`src/rtl/imm_materializer.sv`:
```
// Splits a 64-bit constant into an RV64I ADDI / LUI / LUI+ADDIW load sequence
// and emits one encoded instruction word per output handshake.
module imm_materializer (
    input  logic        clk,
    input  logic        reset,
    input  logic        in_valid,
    output logic        in_ready,
    input  logic [63:0] imm_in,
    input  logic [4:0]  rd,
    output logic        out_valid,
    input  logic        out_ready,
    output logic [31:0] instr_out,
    output logic        out_last,
    output logic        err
);

    typedef enum logic [2:0] {
        IDLE,
        EMIT_ADDI,
        EMIT_LUI,
        EMIT_ADDIW,
        ERR
    } state_t;

    localparam logic [6:0] OP_IMM    = 7'b0010011;
    localparam logic [6:0] OP_LUI    = 7'b0110111;
    localparam logic [6:0] OP_IMM_32 = 7'b0011011;

    state_t      state;
    state_t      state_d;
    logic        accept;
    logic        fits12;
    logic        fits32;
    logic [11:0] lo12_in;
    logic [19:0] hi20_in;
    logic [11:0] lo12_q;
    logic [11:0] lo12_d;
    logic [19:0] hi20_q;
    logic [19:0] hi20_d;
    logic [4:0]  rd_q;
    logic [4:0]  rd_d;
    logic [31:0] instr_d;
    logic        last_d;
    logic        valid_d;
    logic        err_d;

    assign in_ready = (state == IDLE);
    assign accept   = in_valid && in_ready;

    assign fits12  = (&imm_in[63:11]) || !(|imm_in[63:11]);
    assign fits32  = (&imm_in[63:31]) || !(|imm_in[63:31]);
    assign lo12_in = imm_in[11:0];
    // Rounding add of 0x800 only carries into the upper field via bit 11;
    // wraps to 0x80000 near 2^31-1, which the sign-extending ADDIW undoes.
    assign hi20_in = imm_in[31:12] + {19'd0, imm_in[11]};

    // Output registers are loaded from the next state and the next captured
    // fields, so a stalled word is simply recomputed from unchanged inputs.
    assign lo12_d = accept ? lo12_in : lo12_q;
    assign hi20_d = accept ? hi20_in : hi20_q;
    assign rd_d   = accept ? rd      : rd_q;

    always_ff @(posedge clk) begin
        if (reset) begin
            state     <= IDLE;
            lo12_q    <= '0;
            hi20_q    <= '0;
            rd_q      <= '0;
            instr_out <= '0;
            out_last  <= 1'b0;
            out_valid <= 1'b0;
            err       <= 1'b0;
        end else begin
            state     <= state_d;
            lo12_q    <= lo12_d;
            hi20_q    <= hi20_d;
            rd_q      <= rd_d;
            instr_out <= instr_d;
            out_last  <= last_d;
            out_valid <= valid_d;
            err       <= err_d;
        end
    end

    always_comb begin
        state_d = state;
        case (state)
            IDLE: begin
                if (accept) begin
                    if (fits12)      state_d = EMIT_ADDI;
                    else if (fits32) state_d = EMIT_LUI;
                    else             state_d = ERR;
                end
            end
            EMIT_ADDI: begin
                if (out_ready) state_d = IDLE;
            end
            EMIT_LUI: begin
                if (out_ready) state_d = (lo12_q != 12'd0) ? EMIT_ADDIW : IDLE;
            end
            EMIT_ADDIW: begin
                if (out_ready) state_d = IDLE;
            end
            ERR: begin
                state_d = IDLE;
            end
            default: begin
                state_d = IDLE;
            end
        endcase
    end

    always_comb begin
        instr_d = '0;
        last_d  = 1'b0;
        valid_d = 1'b0;
        err_d   = 1'b0;
        case (state_d)
            EMIT_ADDI: begin
                instr_d = {lo12_d, 5'd0, 3'b000, rd_d, OP_IMM};
                last_d  = 1'b1;
                valid_d = 1'b1;
            end
            EMIT_LUI: begin
                instr_d = {hi20_d, rd_d, OP_LUI};
                last_d  = (lo12_d == 12'd0);
                valid_d = 1'b1;
            end
            EMIT_ADDIW: begin
                instr_d = {lo12_d, rd_d, 3'b000, rd_d, OP_IMM_32};
                last_d  = 1'b1;
                valid_d = 1'b1;
            end
            ERR: begin
                err_d = 1'b1;
            end
            default: begin
                instr_d = '0;
            end
        endcase
    end

endmodule

```
`config.mk`:
```
export PLATFORM = sky130hd
export DESIGN_NAME = imm_materializer
export DESIGN_NICKNAME = d
export VERILOG_FILES = /design/src/rtl/imm_materializer.sv
export SDC_FILE = /design/constraint.sdc
export NUM_CORES = 1
export LEC_CHECK = 0
export ABC_CLOCK_PERIOD_IN_PS = 6200
export CAP_MARGIN = 20
export CORE_MARGIN = 8
export CORE_UTILIZATION = 45
export DETAILED_ROUTE_END_ITERATION = 16
export PLACE_DENSITY_LB_ADDON = 0.25
export SLEW_MARGIN = 25
export SYNTH_ARGS = -nofsm -noshare
export SYNTH_HDL_FRONTEND = slang
export SYNTH_SLANG_ARGS = --single-unit
```
`constraint.sdc`:
```
create_clock -name clk -period 6.2 [get_ports clk]
set_input_delay 1.24 -clock clk [delete_from_list [all_inputs] [get_ports clk]]
set_output_delay 1.24 -clock clk [all_outputs]
set_load 0.02 [all_outputs]
```
==> results list <==
- Counting along the longest clock path gives a buffer depth of 2.
- Switching Fraction: 25.36%
* Capture instance of the worst register-to-register path: instr_out[24]$_SDFF_PP0_
- Number of standard cells in the final layout excluding fillers: 552
* Lkg Pwr: 1.661 nW
- Layout net count: 527
- Netlist area before placement: 0.003208 mm²
* Total congestion overflow after global routing: 0
- CTS H-tree lvls: 3
- Number of gates given a new drive strength after cts: 0
- Setup violations remaining at the end of the flow were counted as 0.
- Clock period minus final worst setup slack: 3.381 ns
- Max Clock Freq: 295.7 MHz
* Synth Instances: 356
- After routing, the total negative slack on setup checks comes to 0 ns.
* Final-layout fill cell count: 588
- Endpoint class of the critical path: register
- The critical path is of the input pin to register type.
- Die area: 0.01009 mm²
- Worst VDD drop: 0.09159 mV
* Comb pwr share: 14.6%
- Most repeated cell in the gate-level netlist after synthesis: sky130_fd_sc_hd__dfxtp_1
* Origin of the worst min-delay path: lo12_q[5]$_SDFF_PP0_
- The number of failing hold endpoints at the final stage is 0.
- Synth warnings: 0
- Cells with a size suffix above 1 make up 7.237% of the layout.
- For the final database, setup skew stands at 0.006275 ns.
* Proportion of synthesized chip area in sequential cells: 43.68%
- Count of clock tree sinks: 70
* Switching power summed over all nets: 0.2334 mW
- Of all cell types, the one taking the most synthesized area is sky130_fd_sc_hd__dfxtp_1.
- Counting the buffers created by CTS gives 9.
* Final routed DRC violation total: 0
- Reg power frac: 51.4%
* FF-to-FF Start: state[0]$_SDFF_PP0_
- In this design, the stage delay of the slowest critical-path cell is 0.53 ns.
- The synthesized netlist contains 45 unique library cells.
* Worst-case headroom to the max-slew limit: 29.53%
- The multi-input combinational cells in the finished layout cover a total of 0.001639 mm².
- CTS clk-pin slew, worst paths: 0.07 ns
- Buffers inserted to repair hold after CTS numbered 0.
- Clock latency at the later pin of the worst-skew pair: 0.34 ns
- Per report_power, the clock group accounts for 34.0% of the total.
- RSZ-0062 raised after global routing: no
- Die W: 100.4 µm
- The internal portion of the total power is 0.6870 mW.
* Reg2Reg Setup Slack: 3.42 ns
* Pre-antenna DRT Iters: 4
- Count of buffers inserted at the top-level ports: 107
- On the critical path, the stage with the largest delay is an instance of sky130_fd_sc_hd__nor3_1.
* Run status: finished clean
* Required time reported for the critical path endpoint: 6.48 ns
- Ranked by total cell area, the synthesized netlist is headed by sky130_fd_sc_hd__dfxtp_1 44%, sky130_fd_sc_hd__nand2_1 4.8%, sky130_fd_sc_hd__mux2i_1 4.7%, sky130_fd_sc_hd__nor2_1 4.1%, sky130_fd_sc_hd__a32o_1 3.7%.
- Detailed placement HPWL: 7.025 mm
* Wire length of the first global-routing pass: 14.72 mm
- Counting flops and latches in the post-synthesis netlist gives 70.
- Max-slew violation total from the final report: 0
- After detailed routing, the average wire length per cell comes to 16.46 µm.
- TritonCTS clock tree: yes
* Core area: 0.006832 mm²
- The worst setup path is launched from an input pin.
- The congestion estimate from routability-driven global placement came to 0.8940.
- Counting flops with an async set or reset pin after synthesis yields a share of 0%.
- Most instantiated flip-flop cell in the synthesis netlist: sky130_fd_sc_hd__dfxtp_1
* Initial antenna violation count: 0
- Post-synth EDFFs: 0
* Post-synth top area share: 43.68%
- The repair_antennas step left the layout with diodes totalling 0.
- Buffers added to address setup during post-CTS repair amount to 0.
- Once placement completed, the tool counted placed cells totaling 536.
* Most frequent cells after synthesis: 70 x sky130_fd_sc_hd__dfxtp_1, 41 x sky130_fd_sc_hd__nand2_1, 35 x sky130_fd_sc_hd__nor2_1, 18 x sky130_fd_sc_hd__nor4_1, 16 x sky130_fd_sc_hd__a21oi_1
* Critical Path AT: 3.67 ns
* Initial DRC count: 156
* GRT Resource Usage Total: 18.38%
- Via count of the first global-routing pass: 3,059
* Max capacitance violation total: 0
- Routed wire length: 9.088 mm
- The worst path uses 54.54% of the clock period.
- For this block, the via count after detailed routing is 3,014.
- Final ANT Viol Nets: 0
* Maximum number of pins on one net before global-route repair: 51
* Initial cell density of the core: 46.96%
- Cell row count: 30
* P&R area growth vs syn: 38.38%
- I/O pin count: 109
- Kind of path behind the tightest hold check: register to register
- Depth of the worst register-to-register path: 6
- After synthesis, the mean cell area works out to 9.011 µm².
- Via density per instance: 5.460
- Die span in y: 100.4 µm
- Sequential cell area: 0.001401 mm²
- Traced cell by cell, the critical path runs through clkdlybuf4s50_1 -> nor4_1 -> nand4_1 -> nor3_1 -> o21ai_1 -> o21ai_4 -> a32o_1.
- In this run the power density over the cells is 207.3 mW/mm².
* Buffer cell driving the clock tree root: sky130_fd_sc_hd__clkbuf_8
- The worst hold path passes through 2 cells.
* Hold EP: lo12_q[5]$_SDFF_PP0_
- Of all nets on the critical path, the largest fanout is 18.
- Counting every net in the synthesized netlist gives 432.
- At the pin with the least slew margin, the transition time is 1.054 ns.
==> layout by cell type (no fill, tap or decap), drive strengths merged <==
master,instances
clkdlybuf4s50,107
dfxtp,70
nand2,41
nor2,35
nor4,19
a21oi,16
mux2i,15
a211oi,14
xnor2,13
nand4,13
a32o,12
nor3,11
clkbuf,11
o21ai,10
inv,7
nand3,6
and3,6
nor2b,6
or3,5
clkinv,5
xor2,4
or4,4
and3b,3
a211o,3
ha,3
or2,3
a21o,3
buf,2
nand2b,1
o31ai,1
a22o,1
and2,1
o21a,1
or3b,1
a311oi,1
a21bo,1
conb,1
==> power groups by stage <==
| stage | registers, mW | clock network [mW] | logic (mW) |
|---|---|---|---|
| after floorplan | 0.482 | 0 | 0.0602 |
| after global placement | 0.482 | 0 | 0.131 |
| after detailed placement | 0.483 | 0 | 0.133 |
| after CTS | 0.473 | 0.320 | 0.134 |
| after global routing | 0.475 | 0.335 | 0.146 |
| final | 0.473 | 0.313 | 0.134 |
==> per-layer routing <==
metal	track usage (%)	vias to the layer above	share of wire [%]
met1	22.37	1409	45
li1	-	1471	-
met5	0	-	0
met4	6.628	0	1.4
met2	29.85	123	45
met3	5.467	11	8.1
==> final cells by class <==
class	instances	share of cell area (%)
flip-flops and latches	70	31.57
clock buffers	11	3.185
inverters	7	0.5919
repair buffers	109	24.46
clock inverters	5	0.5637
multi-input cells	254	36.92
well taps	96	2.706
==> stage by stage <==
step | util (%) | instance area, µm² | power [mW] | setup slack (ns) | hold WS [ns]
global route | 64.98 | 4439 | 0.9556 | 2.628 | 0.4972
global placement | 62.53 | 4272 | 0.6132 | 2.515 | 0.4597
CTS | 64.96 | 4438 | 0.9267 | 2.829 | 0.4796
finish | 64.98 | 4439 | 0.9203 | 2.819 | 0.4834
detailed placement | 62.53 | 4272 | 0.6162 | 2.480 | 0.4693
floorplan | - | 3208 | 0.5420 | 3.252 | 0.4344
==> worst max path at each step <==
stage,to,start,slack [ns]
after floorplan,instr_out[29]$_SDFF_PP0_,imm_in[11],3.25
after global placement,instr_out[26]$_SDFF_PP0_,imm_in[31],2.52
after detailed placement,instr_out[12]$_SDFF_PP0_,imm_in[31],2.48
after CTS,instr_out[24]$_SDFF_PP0_,imm_in[31],2.83
after global routing,instr_out[24]$_SDFF_PP0_,imm_in[31],2.63
final,instr_out[24]$_SDFF_PP0_,imm_in[31],2.82
==> logic make-up (layout without fill, tap and decap cells) <==
group / count (synthesis) / in the layout / synth area share (%)
flip-flops: 70 / 70 / 43.68
buffers and inverters: 32 / 132 / 5.265
multiplexers: 15 / 15 / 4.680
AO/OA/AOI/OAI: 63 / 63 / 15.37
other: 1 / 1 / 0.1169
AND/OR/NAND/NOR: 155 / 155 / 25.08
adder cells (fa/ha/maj): 3 / 3 / 1.170
XOR/XNOR: 17 / 17 / 4.641
==> critical path, delay by kind of cell <==
family          cells  cell delay, ns
compound gates      3            0.98
buf+inv             1            0.48
simple gates        3            0.95
==> state kept, by name, summed over array words and instances, names as in the netlist <==
name and flops:
out_last 1, state 3, rd_q 5, instr_out 28
hi20_q 20, err 1, lo12_q 12
Power figures use the tool's default switching activity.
